--- src/rtl/mqoi_delta_stream_if.sv ---
// Purpose: streaming bundle for the MQOI frame-delta engine.
//   Input side : in_valid/in_ready handshake carrying in_old (previous frame
//                pixels) and in_cur (current pixels or diff pixels).
//   Output side: out_valid/out_ready handshake carrying out_pix and out_last.
// Modports:
//   master - the environment (drives inputs, consumes outputs)
//   slave  - the engine (accepts inputs, produces outputs)
interface mqoi_delta_stream_if #(
  parameter int CW    = 8,
  parameter int LANES = 1
);
  localparam int PW = LANES * 4 * CW;

  logic          in_valid;
  logic          in_ready;
  logic [PW-1:0] in_old;
  logic [PW-1:0] in_cur;

  logic          out_valid;
  logic          out_ready;
  logic [PW-1:0] out_pix;
  logic          out_last;

  modport master (
    output in_valid, in_old, in_cur, out_ready,
    input  in_ready, out_valid, out_pix, out_last
  );

  modport slave (
    input  in_valid, in_old, in_cur, out_ready,
    output in_ready, out_valid, out_pix, out_last
  );
endinterface

--- src/rtl/mqoi_delta_stream.sv ---
// Purpose: two-stage pipelined MQOI frame-delta engine. ENCODE turns
//   (old, cur) into a diff pixel, COMPOSE turns (old, diff) back into a new
//   pixel. LANES pixels per beat, channels {a,b,g,r} MSB..LSB per pixel.
//   Tracks frame boundaries (FRAME_BEATS beats per frame) and reports the
//   number of changed pixels of the most recently completed frame.
// Ports:
//   clk             clock
//   rst_n           asynchronous active-low reset
//   i_mode          0=ENCODE, 1=COMPOSE; sampled on the first beat of a frame
//   bus             stream bundle (slave side): in_* / out_* handshakes
//   o_frame_done    one-cycle pulse after the last beat of a frame leaves
//   o_frame_changed changed-pixel count of the last completed frame
module mqoi_delta_stream #(
  parameter int CW          = 8,
  parameter int LANES       = 1,
  parameter int FRAME_BEATS = 1024,
  localparam int CNT_W      = $clog2(FRAME_BEATS * LANES + 1)
) (
  input  logic                 clk,
  input  logic                 rst_n,
  input  logic                 i_mode,
  mqoi_delta_stream_if.slave   bus,
  output logic                 o_frame_done,
  output logic [CNT_W-1:0]     o_frame_changed
);

  localparam int PXW  = 4 * CW;
  localparam int RGBW = 3 * CW;
  localparam int PW   = LANES * PXW;
  localparam int BW   = (FRAME_BEATS > 1) ? $clog2(FRAME_BEATS) : 1;
  localparam logic [BW-1:0] LAST_IDX = BW'(FRAME_BEATS - 1);
  localparam logic [CW-1:0] AMAX     = {CW{1'b1}};

  // frame tracking
  logic [BW-1:0]    r_beat;
  logic             r_mode_q;

  // stage 1: registered inputs
  logic             r_s1_valid;
  logic [PW-1:0]    r_s1_old;
  logic [PW-1:0]    r_s1_cur;
  logic             r_s1_mode;
  logic             r_s1_last;

  // stage 2: result
  logic             r_s2_valid;
  logic [PW-1:0]    r_s2_pix;
  logic             r_s2_last;
  logic [CNT_W-1:0] r_s2_cnt;

  // statistics
  logic [CNT_W-1:0] r_running;
  logic [CNT_W-1:0] r_frame_changed;
  logic             r_frame_done;

  logic             w_s2_drain;
  logic             w_s2_free;
  logic             w_s1_adv;
  logic             w_in_ready;
  logic             w_acc;
  logic             w_beat_last;
  logic             w_mode_eff;
  logic [PW-1:0]    w_res;
  logic [LANES-1:0] w_chg;
  logic [CNT_W-1:0] w_cnt;

  assign w_s2_drain = r_s2_valid & bus.out_ready;
  assign w_s2_free  = ~r_s2_valid | w_s2_drain;
  assign w_s1_adv   = r_s1_valid & w_s2_free;
  // Held low during reset; otherwise ready whenever S1 is empty or moving,
  // so a full-rate stream never sees a bubble.
  assign w_in_ready = rst_n & (~r_s1_valid | w_s1_adv);
  assign w_acc      = bus.in_valid & w_in_ready;

  assign w_beat_last = (r_beat == LAST_IDX);
  // First beat of a frame uses the live mode pin; the rest of the frame
  // follows the latched copy so mid-frame toggles have no effect.
  assign w_mode_eff  = (r_beat == '0) ? i_mode : r_mode_q;

  // Per-lane delta rule, evaluated on S1 contents.
  always_comb begin
    w_res = '0;
    w_chg = '0;
    for (int k = 0; k < LANES; k++) begin
      if (!r_s1_mode) begin
        // ENCODE: alpha of cur is ignored; an all-zero pixel means "keep".
        if (r_s1_old[k*PXW +: RGBW] == r_s1_cur[k*PXW +: RGBW]) begin
          w_chg[k]              = 1'b0;
          w_res[k*PXW +: PXW]   = '0;
        end else begin
          w_chg[k]              = 1'b1;
          w_res[k*PXW +: PXW]   = {AMAX, r_s1_cur[k*PXW +: RGBW]};
        end
      end else begin
        // COMPOSE: any nonzero diff alpha is treated as a full replacement.
        if (r_s1_cur[k*PXW + RGBW +: CW] == '0) begin
          w_chg[k]              = 1'b0;
          w_res[k*PXW +: PXW]   = {AMAX, r_s1_old[k*PXW +: RGBW]};
        end else begin
          w_chg[k]              = 1'b1;
          w_res[k*PXW +: PXW]   = {AMAX, r_s1_cur[k*PXW +: RGBW]};
        end
      end
    end
  end

  always_comb begin
    w_cnt = '0;
    for (int k = 0; k < LANES; k++) begin
      w_cnt = w_cnt + CNT_W'(w_chg[k]);
    end
  end

  always_ff @(posedge clk or negedge rst_n) begin
    if (!rst_n) begin
      r_beat          <= '0;
      r_mode_q        <= 1'b0;
      r_s1_valid      <= 1'b0;
      r_s1_old        <= '0;
      r_s1_cur        <= '0;
      r_s1_mode       <= 1'b0;
      r_s1_last       <= 1'b0;
      r_s2_valid      <= 1'b0;
      r_s2_pix        <= '0;
      r_s2_last       <= 1'b0;
      r_s2_cnt        <= '0;
      r_running       <= '0;
      r_frame_changed <= '0;
      r_frame_done    <= 1'b0;
    end else begin
      if (w_acc) begin
        r_beat <= w_beat_last ? '0 : r_beat + 1'b1;
        if (r_beat == '0) begin
          r_mode_q <= i_mode;
        end
      end

      if (w_acc) begin
        r_s1_valid <= 1'b1;
        r_s1_old   <= bus.in_old;
        r_s1_cur   <= bus.in_cur;
        r_s1_mode  <= w_mode_eff;
        r_s1_last  <= w_beat_last;
      end else if (w_s1_adv) begin
        r_s1_valid <= 1'b0;
      end

      if (w_s1_adv) begin
        r_s2_valid <= 1'b1;
        r_s2_pix   <= w_res;
        r_s2_last  <= r_s1_last;
        r_s2_cnt   <= w_cnt;
      end else if (w_s2_drain) begin
        r_s2_valid <= 1'b0;
      end

      // Counting happens at the output handshake, so a frame boundary
      // draining while the next frame enters S1 never mixes counts.
      r_frame_done <= 1'b0;
      if (w_s2_drain) begin
        if (r_s2_last) begin
          r_frame_changed <= r_running + r_s2_cnt;
          r_running       <= '0;
          r_frame_done    <= 1'b1;
        end else begin
          r_running <= r_running + r_s2_cnt;
        end
      end
    end
  end

  assign bus.in_ready     = w_in_ready;
  assign bus.out_valid    = r_s2_valid;
  assign bus.out_pix      = r_s2_pix;
  assign bus.out_last     = r_s2_last;
  assign o_frame_done     = r_frame_done;
  assign o_frame_changed  = r_frame_changed;

endmodule
--- src/flat_wrapper.sv ---
// flat-port wrapper written by rule: the top's interface ports become plain ports
module mqoi_delta_stream_flat 
#(
  parameter int CW          = 8,
  parameter int LANES       = 1,
  parameter int FRAME_BEATS = 1024,
  localparam int CNT_W      = $clog2(FRAME_BEATS * LANES + 1)
)
  (clk, rst_n, i_mode, o_frame_done, o_frame_changed, bus_in_valid, bus_in_old, bus_in_cur, bus_out_ready, bus_in_ready, bus_out_valid, bus_out_pix, bus_out_last);
  mqoi_delta_stream_if #(.CW(CW), .LANES(LANES)) bus_i ();
  input  logic clk;
  input  logic rst_n;
  input  logic i_mode;
  output logic o_frame_done;
  output logic [CNT_W-1:0] o_frame_changed;
  input wire logic [$bits(bus_i.in_valid)-1:0] bus_in_valid;
  input wire logic [$bits(bus_i.in_old)-1:0] bus_in_old;
  input wire logic [$bits(bus_i.in_cur)-1:0] bus_in_cur;
  input wire logic [$bits(bus_i.out_ready)-1:0] bus_out_ready;
  output wire logic [$bits(bus_i.in_ready)-1:0] bus_in_ready;
  output wire logic [$bits(bus_i.out_valid)-1:0] bus_out_valid;
  output wire logic [$bits(bus_i.out_pix)-1:0] bus_out_pix;
  output wire logic [$bits(bus_i.out_last)-1:0] bus_out_last;
  assign bus_i.in_valid = bus_in_valid;
  assign bus_i.in_old = bus_in_old;
  assign bus_i.in_cur = bus_in_cur;
  assign bus_i.out_ready = bus_out_ready;
  assign bus_in_ready = bus_i.in_ready;
  assign bus_out_valid = bus_i.out_valid;
  assign bus_out_pix = bus_i.out_pix;
  assign bus_out_last = bus_i.out_last;
  mqoi_delta_stream #(.CW(CW), .LANES(LANES), .FRAME_BEATS(FRAME_BEATS)) u_core (.clk(clk), .rst_n(rst_n), .i_mode(i_mode), .bus(bus_i), .o_frame_done(o_frame_done), .o_frame_changed(o_frame_changed));
endmodule
--- config.mk ---
export PLATFORM = sky130hd
export DESIGN_NAME = mqoi_delta_stream_flat
export DESIGN_NICKNAME = d
export VERILOG_FILES = /design/src/rtl/mqoi_delta_stream_if.sv /design/src/rtl/mqoi_delta_stream.sv /design/src/flat_wrapper.sv
export SDC_FILE = /design/constraint.sdc
export NUM_CORES = 1
export LEC_CHECK = 0
export CAP_MARGIN = 20
export CORE_ASPECT_RATIO = 1.5
export CORE_UTILIZATION = 30
export DETAILED_ROUTE_END_ITERATION = 10
export SETUP_SLACK_MARGIN = 0.1
export SLEW_MARGIN = 25
export SYNTH_ARGS = -nofsm -noshare
export SYNTH_HDL_FRONTEND = slang
export SYNTH_SLANG_ARGS = --single-unit
--- constraint.sdc ---
create_clock -name clk -period 1.6 [get_ports clk]
set_input_delay 0.16 -clock clk [delete_from_list [all_inputs] [get_ports clk]]
set_output_delay 0.16 -clock clk [all_outputs]
set_load 0.02 [all_outputs]
# Word-level counts from Yosys, hierarchy flattened
# Index checks and enable logic that the tools add are counted.
[word_totals]
regBits = 127
in_bits = 69
elab_cells = 46
output_inout_bits = 47
[classes]
reduce_logical = 6
n_addsub = 2
n_mux = 15
bitwise = 8
eq_ne = 2
[ops]
columns = ["operator", "n"]
rows = [
  ["32-bit two-way mux", 2],
  ["24-bit equality test", 1],
  ["24-bit two-way mux", 1],
  ["11-bit by 1-bit adder with 11-bit output", 1],
  ["11-bit two-way mux", 1],
  ["10-bit by 1-bit adder with 10-bit output, second input constant", 1],
  ["10-bit equality test, second input constant", 1],
  ["10-bit zero test", 1],
  ["1-bit two-way mux", 10],
  ["10-bit two-way mux", 1],
  ["8-bit zero test", 1],
  ["1-bit AND", 4],
  ["2-bit AND reduction", 2],
  ["2-bit nonzero test", 2],
  ["1-bit inverter", 2],
  ["1-bit OR", 2],
]

# Longest topological paths before layout
# Gate-level depths: netlist of the first run.
[depth]
word_depth = 7
mapped_depth = 8

# Worst setup path after synthesis of the first run
# No wires, ideal clock.
[synth_timing]
kind = "reg2reg"
from = "register u_core.r_running[0]"
to = "register u_core.r_running[8]"
path_stages_with_launch = 8
setup_slack_ps = -17
arrival_ps = 1483
required_time_ps = 1465
cell_sequence = "dfrtp_1 > ha_1 > ha_1 > and3_1 > clkbuf_1 > and3_1 > xnor2_1 > o21ai_0"
[synth_via]
elab_chain_cells = 2
[synth_rtl]
columns = ["element", "line", "source"]
rows = [
  ["from (decl)", "mqoi_delta_stream.sv:52", "logic [CNT_W-1:0] r_running;"],
  ["from (signal assigned)", "mqoi_delta_stream.sv:166", "r_running <= r_running + r_s2_cnt;"],
  ["11-bit by 1-bit adder with 11-bit output", "mqoi_delta_stream.sv:166", ""],
  ["11-bit two-way mux", "mqoi_delta_stream.sv:161", "if (r_s2_last) begin"],
]
# No other way between the ends.
# A chain may end at the register's enable or synchronous reset.

# Final worst setup path of the first run
[layout_timing]
from = "register u_core.r_s1_old[11]"
to = "register u_core.r_s2_pix[8] (netlist: u_core.bus.out_pix[8])"
[layout_via]
elab_chain_cells = 3
[layout_rtl]
columns = ["element", "line", "source"]
rows = [
  ["from (decl)", "mqoi_delta_stream.sv:40", "logic [PW-1:0] r_s1_old;"],
  ["from (signal assigned)", "mqoi_delta_stream.sv:140", "r_s1_old <= bus.in_old;"],
  ["24-bit equality test", "mqoi_delta_stream.sv:87", "if (r_s1_old[k*PXW +: RGBW] == r_s1_cur[k*PXW +: RGBW]) begin"],
  ["32-bit two-way mux", "mqoi_delta_stream.sv:87", ""],
  ["32-bit two-way mux", "mqoi_delta_stream.sv:85", "if (!r_s1_mode) begin"],
  ["to (signal assigned)", "mqoi_delta_stream.sv:150", "r_s2_pix <= w_res;"],
  ["to (decl)", "mqoi_delta_stream.sv:47", "logic [PW-1:0] r_s2_pix;"],
]
# No other way between the ends.

==> reports/qor.yml, run 1 <==
synth:
  syn_area_mm2: 0.00562
  synthCells: 601
  yosys_warnings: 0
  seq_area_frac_synth: 0.535
  synth-edff-count: 0
  syn_nets: 674
  synth_top_cell_area_share: 0.535
  synthFlopType: "dfrtp_1"
  ys_ff_latch: 120
  synth_cell_types: 38
  synth_area_leaders: "dfrtp_1, nand2_1, mux2i_1"
  synth_top_cell_by_area: "dfrtp_1"
  async_reset_ff_frac: 1.00
  avgSynthCellArea_um2: 9.34
  synth_common_cells: "nand2_1, dfrtp_1, o21ai_0, a2bb2oi_1, mux2i_1"
  synth.most_common_cell: "nand2_1"
timing:
  fin_crit_sh: 1.07
  rsz0062_at_grt: "true"
  setup_viol: 26
  worst_slew_pin_slew_ps: 653
  period_needed_ps: 1710
  worst_hold_slack_ps: 272
  final_hold_viol_count: 0
  maxSlewHeadroom: 0.565
  max_freq_ghz: 0.584
  clock_skew_ps: 7.87
  maxSlewViolCount: 0
  setup_ws_ps: -112
global_routing:
  grt_overflow_total: 0
  antenna_found_initial: 0
  grt_first_pass_wirelength_mm: 24.0
  first_global_vias: 4646
  grt_use_total: 0.162
  grt_start_max_net_pins: 121
placement:
  placed_cell_area_mm2: 0.00733
  post-dp-hpwl_mm: 9.92
  gp_congestion: 0.791
  pre_cts_ws_ps: -173
  io_buffers: 107
layout:
  fin_nets: 820
  postLayoutCoreUtil: 0.441
  stdcell_area_mm2: 0.00801
  syn2layout_area_growth_pct: 42.6
  num_antenna_cells: 0
  fill_cells: 1823
  drive_gt1_frac: 0.161
routing:
  first_pass_iters: 4
  drc: 0
  routed-via-count: 4612
  drt_wl_total_mm: 14.6
  vias_per_cell: 4.58
  dr.first_iter.drc_count: 178
  detail-route-antenna-nets: 0
  wire_per_inst_um: 14.5
power:
  ir_drop_mv: 0.676
  p_leak_nw: 3.96
  finalPower_mw: 10.7
  power_density_mw_per_mm2: 1340
clock_tree:
  worstSkewPairLatency_ps: 410
  cts_buffers: 17
  htree_levels: 4
  tritoncts: "built"
  cts_max_path_buffers: 2
  cts_root_buf: "clkbuf_16"
  path_clk_slew_ps: 60
  clock-sinks: 120
floorplanning:
  num_io_pins: 116
  initial_core_util: 0.309
  dieArea_mm2: 0.0193
  dieWidth_um: 114
  dieHeight_um: 170
  core_area_mm2: 0.0182
  rows: 60
worst_setup_path:
  crit_type: "reg2reg"
  critical_path_arrival_ps: 2000
  endpoint_kind: "register"
  worstPathCellList: "xor2_1, nor4_1, nand4_1, nor3_4, buf_6, o21ai_0"
  cp_max_fo: 13
  required_ps: 1880
  critPathSlowestCell: "dfrtp_1"
  cp-start-kind: "register"
  critPathMaxStageDelay_ps: 400
job:
  drv_cap: 0
hold_path:
  hold_path.class: "in2reg"
outcome:
  violations: "setup timing"
  outcome: "finished with violations"
==> where the power goes <==
group	switching [mW]	internal (mW)	total (mW)
clock network	1.41	2.18	3.59
logic	1.51	1.38	2.89
registers	0.546	3.68	4.22
total	3.46	7.24	10.7
==> cell usage in the layout, fill, tap and decap left out, types with 8 or more instances in the layout <==
cell,netlist,layout
xnor2_1,19,17
nand2_1,220,220
dfrtp_1,120,118
clkbuf_16,0,17
nand3_1,9,8
mux2i_1,24,24
a2bb2oi_1,24,24
nor2_1,11,9
o21ai_1,19,28
dlygate4sd2_1,0,45
buf_12,0,8
buf_4,9,48
xor2_1,20,20
clkdlybuf4s50_1,0,59
o21ai_0,29,20
==> flip-flops by register name (all words and copies together), names as in the netlist, 10 cells and up <==
signal / cells
u_core.r_s1_old: 24
u_core.r_beat: 10
u_core.bus.out_pix: 25
u_core.o_frame_changed: 11
u_core.r_s1_cur: 32
u_core.r_running: 11
==> per-stage QoR <==
stage	setup TNS, ps	instances
after floorplan	0	601
after global placement	-6710	969
after detailed placement	-7740	969
after CTS	-3120	1003
after global routing	-6730	1008
final	-2430	1008
==> critical path: cells and delay by family, from the launching register on <==
| family | cells | cell delay [ps] |
|---|---|---|
| AND/OR/NAND/NOR | 3 | 720 |
| AO/OA/AOI/OAI | 1 | 100 |
| buffers and inverters | 1 | 190 |
| flip-flops | 1 | 400 |
| XOR/XNOR | 1 | 190 |
==> area by class of cell <==
type,instances,area [µm²],area share
sequential,120,3010,0.375
clock buffer,18,439,0.0549
clock inverter,14,125,0.0156
timing repair buffer,166,1570,0.196
multi-input combinational,437,2540,0.317
tap,248,310,0.0388
inverter,5,18.8,0.00234
==> path summary, 6_finish.rpt <==
path                                                  startpoint                               endpoint  slack, ps  depth (start not counted)
setup / recovery                 u_core.r_s1_old[11]$_DFFE_PN0P_      u_core.bus.out_pix[8]$_DFFE_PN0P_       -110                          6
hold / removal                                    bus_in_cur[26]        u_core.r_s1_cur[26]$_DFFE_PN0P_        270                          3
setup reg to reg                 u_core.r_s1_old[11]$_DFFE_PN0P_      u_core.bus.out_pix[8]$_DFFE_PN0P_       -110                          6
hold reg to reg            u_core.o_frame_changed[3]$_DFFE_PN0P_  u_core.o_frame_changed[3]$_DFFE_PN0P_        470                          2
max in group asynchronous                                  rst_n        u_core.r_s1_cur[17]$_DFFE_PN0P_        690                          3
min in group asynchronous                                  rst_n           u_core.r_beat[0]$_DFFE_PN0P_        420                          3
==> cell families after synthesis <==
group,count (synthesis),share of synthesized area
compound gates,88,0.0994
xor+xnor,39,0.0608
fa+ha+maj,4,0.00891
buf+inv,44,0.0399
flops,120,0.535
mux,27,0.0488
simple gates,279,0.207
==> repair_timing <==
item | 4_1_cts | 5_1_grt
buffers inserted | 1 | 5
endpoints found under the hold margin | 120 | 0
gates resized for setup | 57 | 27
setup endpoints to repair | 79 | 53
pin swaps | 2 | 10
hold buffers | 1 | 0
==> layer usage <==
layer / vias up / global-route usage / wire length, µm
met1: 2217 / 0.191 / 6030
met5: - / 0 / 0
met2: 86 / 0.288 / 7890
met3: 19 / 0.0282 / 400
met4: 0 / 0.0652 / 268
li1: 2290 / - / -
No activity file was read; power rests on OpenSTA's default activity.
==> inputs of run 2 (changes only) <==
--- a/config.mk
+++ b/config.mk
@@ -10,6 +10,7 @@
 export CORE_UTILIZATION = 30
 export DETAILED_ROUTE_END_ITERATION = 10
 export SETUP_SLACK_MARGIN = 0.1
+export SKIP_LAST_GASP = 1
 export SLEW_MARGIN = 25
 export SYNTH_ARGS = -nofsm -noshare
 export SYNTH_HDL_FRONTEND = slang
==> run 2 against run 1 <==
Compared with the run above:
- the run still ends with setup timing left
- combinational power up 3%
- highest routed layer unchanged
- final cell count up 0.40%
- critical endpoint is now u_core.bus.out_pix[6]$_DFFE_PN0P_
- critical path depth unchanged
- first-iteration DRC count up 12%
- setup slack worse by 11 ps
- total power up 0.71%
- sequential share of layout area down 0.27 points
- critical path type unchanged
- utilization up 0.32 points
- final area up 0.72%
==> reports/qor.yml, run 2 (synthesis gave the netlist of run 1 again) <==
outcome:
  outcome: "finished with violations"
  violations: "setup timing"
worst_setup_path:
  critPathMaxStageDelay_ps: 400  # about the same
  required_ps: 1890  # about the same
  cp-start-kind: "register"
  crit_buf_inv: 1  # unchanged
  r2r_setup_slack_ps: -120  # about the same
  timing.rr.end: "u_core.bus.out_pix[6]$_DFFE_PN0P_"
  worstPathCellList: "xor2_1, nor4_1, nand4_1, nor3_4, buf_6, o21ai_0"
  crit_type: "reg2reg"
  cp_max_fo: 13  # unchanged
  r2r-start: "u_core.r_s1_old[11]$_DFFE_PN0P_"
  endpoint_kind: "register"
  critical_path_arrival_ps: 2010  # about the same
  critPathSlowestCell: "dfrtp_1"
  path_delay_family: "simple AND/OR/NAND/NOR gates"
  reg2reg_depth: 6  # unchanged
layout:
  fill_cells: 1809  # -0.77%
  regMostFlops: "u_core.r_s1_cur"
  syn2layout_area_growth_pct: 43.6
  stdcell_area_mm2: 0.00806  # +0.72%
  fin_nets: 824  # +0.49%
  final_common_cell: "nand2_1"
  fin_cells: 1012  # +0.40%
  largest_reg_flops: 32  # unchanged
  num_antenna_cells: 0  # unchanged
  layout_common_cells: "nand2_1, dfrtp_1, clkdlybuf4s50_1"
  postLayoutCoreUtil: 0.444  # +0.00317
  drive_gt1_frac: 0.166  # +0.00570
timing:
  worst_hold_slack_ps: 274  # +1.67 ps
  clock_skew_ps: 7.93  # +0.0602 ps
  setup_viol: 26  # unchanged
  worst_slew_pin_slew_ps: 666  # +13.4 ps
  period_needed_ps: 1720  # +11.4 ps
  maxSlewHeadroom: 0.556  # -0.00895
  rsz0062_at_grt: "true"
  maxSlewViolCount: 0  # unchanged
  fin_tns_setup_ps: -2550  # -118 ps
  final_hold_viol_count: 0  # unchanged
  fin_crit_sh: 1.08  # +0.00715
  setup_ws_ps: -123  # -11.4 ps
  max_freq_ghz: 0.580  # -0.66%
routing:
  dr.first_iter.drc_count: 200  # +12%
  drc: 0  # unchanged
  first_pass_iters: 4  # unchanged
  vias_per_cell: 4.62  # +0.99%
  drt_wl_total_mm: 15.0  # +2.9%
  detail-route-antenna-nets: 0  # unchanged
  routed-via-count: 4676  # +1.4%
  wire_per_inst_um: 14.8  # +2.5%
hold_path:
  hold_path.class: "in2reg"
  min_from: "bus_in_cur[26]"
  hold_depth: 3  # unchanged
  min_to: "u_core.r_s1_cur[26]$_DFFE_PN0P_"
placement:
  gp_congestion: 0.791  # unchanged
  dp_cells: 969  # unchanged
  io_buffers: 107  # unchanged
  pre_cts_ws_ps: -173  # unchanged
  placed_cell_area_mm2: 0.00733  # unchanged
  post-dp-hpwl_mm: 9.92  # unchanged
clock_tree:
  htree_levels: 4  # unchanged
  worstSkewPairLatency_ps: 410  # about the same
  cts_max_path_buffers: 2  # unchanged
  cts_root_buf: "clkbuf_16"
  path_clk_slew_ps: 60  # about the same
  cts_buffers: 17  # unchanged
  clock-sinks: 120  # unchanged
  tritoncts: "built"
job:
  drv_cap: 0  # unchanged
floorplanning:
  core_area_mm2: 0.0182  # unchanged
  dieHeight_um: 170  # unchanged
  initial_core_util: 0.309  # unchanged
  dieWidth_um: 114  # unchanged
  num_io_pins: 116  # unchanged
  rows: 60  # unchanged
  dieArea_mm2: 0.0193  # unchanged
power:
  ir_drop_mv: 0.694  # +2.6%
  p_leak_nw: 3.97  # +0.38%
  finalPower_mw: 10.8  # +0.71%
  power_density_mw_per_mm2: 1340  # about the same
global_routing:
  grt_overflow_total: 0  # unchanged
  grt_use_total: 0.162  # unchanged
  grt_first_pass_wirelength_mm: 24.0  # unchanged
  grt_start_max_net_pins: 121  # unchanged
  first_global_vias: 4650  # +0.086%
  antenna_found_initial: 0  # unchanged
==> run 2: per-layer routing <==
layer  up-vias  track usage  share of wire
met5         -            0              0
met4         0       0.0652          0.018
met3        19       0.0282          0.029
met2       107        0.288           0.54
li1       2304            -              -
met1      2246        0.190           0.41
==> run 2: layout make-up <==
cell class,instances,area [µm²],share of cell area
clock buffer,18,439,0.0545
sequential,120,3010,0.373
tap,248,310,0.0385
multi-input combinational,437,2550,0.316
timing repair buffer,170,1620,0.201
clock inverter,14,125,0.0155
inverter,5,18.8,0.00233
==> run 2: repair_timing <==
| action | 4_1_cts | 5_1_grt |
|---|---|---|
| hold buffers | 1 | 0 |
| pin swaps | 1 | 12 |
| hold endpoints to repair | 120 | 0 |
| gates resized for setup | 52 | 29 |
| buffers inserted | 1 | 8 |
| setup endpoints to repair | 79 | 59 |
| gates cloned | 0 | 1 |
==> run 2: how the worst max path moves through the flow <==
| stage | slack, ps | end | cells past startpoint | from |
|---|---|---|---|---|
| CTS | -150 | u_core.bus.out_pix[6]$_DFFE_PN0P_ | 7 | u_core.r_s1_old[20]$_DFFE_PN0P_ |
| global placement | -170 | u_core.r_beat[9]$_DFFE_PN0P_ | 7 | bus_out_ready |
| detailed placement | -170 | u_core.r_beat[9]$_DFFE_PN0P_ | 7 | bus_out_ready |
| global route | -300 | u_core.bus.out_pix[5]$_DFFE_PN0P_ | 7 | u_core.r_s1_old[14]$_DFFE_PN0P_ |
| floorplan | 40 | u_core.bus.out_pix[0]$_DFFE_PN0P_ | 6 | u_core.r_s1_old[18]$_DFFE_PN0P_ |
| finish | -120 | u_core.bus.out_pix[6]$_DFFE_PN0P_ | 6 | u_core.r_s1_old[11]$_DFFE_PN0P_ |
==> run 2: worst register-to-register path: stages (launching register included) <==
cell and delay (ps):
dfrtp_1 400, xor2_1 190, nor4_1 340, nand4_1 190
nor3_4 190, buf_6 200, o21ai_0 100
==> run 2: power breakdown <==
| group | total, mW | internal, mW | switching [mW] |
|---|---|---|---|
| logic | 2.97 | 1.44 | 1.53 |
| clock network | 3.59 | 2.18 | 1.41 |
| registers | 4.22 | 3.68 | 0.544 |
==> inputs of run 3 (changes only) <==
--- a/config.mk
+++ b/config.mk
@@ -9,6 +9,7 @@
 export CORE_ASPECT_RATIO = 1.5
 export CORE_UTILIZATION = 30
 export DETAILED_ROUTE_END_ITERATION = 10
+export MAX_ROUTING_LAYER = met4
 export SETUP_SLACK_MARGIN = 0.1
 export SKIP_LAST_GASP = 1
 export SLEW_MARGIN = 25
==> run 3 against run 2 <==
Compared with the run above:
- worst hold slack improved by 3.4 ps
- setup slack worse by 1.9 ps
- non-clock buffer count is the same
- via count grew 0.68%
- clock skew hardly changed
- wire length is essentially flat
- first-iteration DRC count shrank 6.5%
- total power about the same
- the flow still finishes with violations (setup timing)
- global-route usage up 0.44 points
- sequential cell count did not move
- combinational power is essentially flat
==> reports/qor.yml, run 3 (synthesis gave the netlist of run 1 again) <==
routing:
  wire_per_inst_um: 14.8  # about the same
  vias_per_cell: 4.65  # +0.68%
  met2WireLength_mm: 8.13  # -0.39%
  m1WireLength_mm: 6.11  # -0.63%
  dr.first_iter.drc_count: 187  # -6.5%
  drt_wl_total_mm: 15.0  # about the same
  met3_length_um: 509  # +18%
  first_pass_iters: 6  # +2
  detail-route-antenna-nets: 0  # unchanged
  drc: 0  # unchanged
  routed-via-count: 4708  # +0.68%
  highest_layer: "met4"
timing:
  maxSlewViolCount: 0  # unchanged
  max_freq_ghz: 0.580  # -0.11%
  final_hold_viol_count: 0  # unchanged
  worst_hold_slack_ps: 277  # +3.36 ps
  period_needed_ps: 1720  # +1.85 ps
  setup_ws_ps: -125  # -1.85 ps
  maxSlewHeadroom: 0.553  # -0.00343
  setup_viol: 26  # unchanged
  worst_slew_pin_slew_ps: 671  # +5.14 ps
  rsz0062_at_grt: "true"
  fin_crit_sh: 1.08  # +0.00116
  clock_skew_ps: 7.79  # -0.145 ps
floorplanning:
  dieHeight_um: 170  # unchanged
  initial_core_util: 0.309  # unchanged
  core_area_mm2: 0.0182  # unchanged
  rows: 60  # unchanged
  num_io_pins: 116  # unchanged
  dieArea_mm2: 0.0193  # unchanged
  dieWidth_um: 114  # unchanged
worst_setup_path:
  required_ps: 1880  # about the same
  critPathSlowestCell: "dfrtp_1"
  critPathMaxStageDelay_ps: 400  # about the same
  worstPathCellList: "xor2_1, nor4_1, nand4_1, nor3_4, buf_6, o21ai_0"
  critical_path_arrival_ps: 2010  # about the same
  path_delay_family: "simple AND/OR/NAND/NOR gates"
  crit_type: "reg2reg"
  crit_buf_inv: 1  # unchanged
  endpoint_kind: "register"
  cp_max_fo: 13  # unchanged
  cp-start-kind: "register"
clock_tree:
  tritoncts: "built"
  htree_levels: 4  # unchanged
  path_clk_slew_ps: 60  # about the same
  cts_root_buf: "clkbuf_16"
  cts_buffers: 17  # unchanged
  clock-sinks: 120  # unchanged
  cts_max_path_buffers: 2  # unchanged
  worstSkewPairLatency_ps: 410  # about the same
layout:
  fin_cells: 1012  # unchanged
  syn2layout_area_growth_pct: 43.6  # unchanged
  final_common_cell: "nand2_1"
  fill_cells: 1809  # unchanged
  fin_nets: 824  # unchanged
  postLayoutCoreUtil: 0.444  # unchanged
  num_antenna_cells: 0  # unchanged
  largest_reg_flops: 32  # unchanged
  regMostFlops: "u_core.r_s1_cur"
  stdcell_area_mm2: 0.00806  # unchanged
  drive_gt1_frac: 0.166  # unchanged
  regArea_mm2: 0.00301  # unchanged
  layout_common_cells: "nand2_1, dfrtp_1, clkdlybuf4s50_1"
  multi_input_area_mm2: 0.00255  # unchanged
power:
  p_leak_nw: 3.97  # unchanged
  power_density_mw_per_mm2: 1340  # about the same
  ir_drop_mv: 0.688  # -0.83%
  finalPower_mw: 10.8  # about the same
placement:
  io_buffers: 107  # unchanged
  dp_cells: 969  # unchanged
  gp_congestion: 0.802  # +1.4%
  post-dp-hpwl_mm: 9.92  # unchanged
  placed_cell_area_mm2: 0.00733  # unchanged
job:
  drv_cap: 0  # unchanged
global_routing:
  first_global_vias: 4663  # +0.28%
  antenna_found_initial: 0  # unchanged
  grt_first_pass_wirelength_mm: 23.9  # -0.20%
  grt_use_total: 0.166  # +0.00438
  grt_start_max_net_pins: 121  # unchanged
  grt_overflow_total: 0  # unchanged
outcome:
  outcome: "finished with violations"
  violations: "setup timing"
hold_path:
  hold_path.class: "in2reg"
run 3: cell counts in the layout (fill, tap and decap cells not counted):
Identical to the previous run, type by type.
run 3: layout make-up:
| cell class | count | area share |
|---|---|---|
| clock buffer | 18 | 0.0545 |
| clock inverter | 14 | 0.0155 |
| inverter | 5 | 0.00233 |
| multi-input combinational | 437 | 0.316 |
| sequential | 120 | 0.373 |
| tap | 248 | 0.0385 |
| timing repair buffer | 170 | 0.201 |
run 3: repair_timing:
item / CTS / global route
resized for setup: 52 / 29
pin swaps: 1 / 12
endpoints found under the hold margin: 120 / 0
setup buffers: 1 / 8
endpoints found under the setup margin: 79 / 59
hold buffers: 1 / 0
cloned: 0 / 1
run 3: path summary, 6_finish.rpt:
kind / startpoint / endpoint / slack (ps) / cells after the start
max: u_core.r_s1_old[11]$_DFFE_PN0P_ / u_core.bus.out_pix[6]$_DFFE_PN0P_ / -120 / 6
min: bus_in_cur[30] / u_core.r_s1_cur[30]$_DFFE_PN0P_ / 280 / 3
max reg2reg: u_core.r_s1_old[11]$_DFFE_PN0P_ / u_core.bus.out_pix[6]$_DFFE_PN0P_ / -120 / 6
min reg2reg: u_core.o_frame_changed[3]$_DFFE_PN0P_ / u_core.o_frame_changed[3]$_DFFE_PN0P_ / 470 / 2
max in group asynchronous: rst_n / u_core.r_beat[3]$_DFFE_PN0P_ / 660 / 3
min in group asynchronous: rst_n / u_core.r_beat[0]$_DFFE_PN0P_ / 410 / 3
run 3: report_power, final:
group | internal [mW] | switching (mW)
Clock | 2.18 | 1.41
Sequential | 3.68 | 0.548
Combinational | 1.44 | 1.53
Total | 7.30 | 3.48
run 3: tightest hold or removal path, stage by stage:
cell,delay (ps)
clkdlybuf4s50_1,400
nand2_1,50
nand2_1,40
run 3: metrics by stage:
stage / setup WS [ps] / TNS [ps]
2_1_floorplan: 44.9 / 0
3_3_place_gp: -166 / -6710
3_5_place_dp: -173 / -7740
4_1_cts: -148 / -3120
5_1_grt: -300 / -6790
6_report: -125 / -2630
run 3: metal layers:
layer / track usage / vias up
met4: 0.0601 / 0
met3: 0.0304 / 17
met2: 0.289 / 116
li1: - / 2309
met5: - / -
met1: 0.189 / 2266
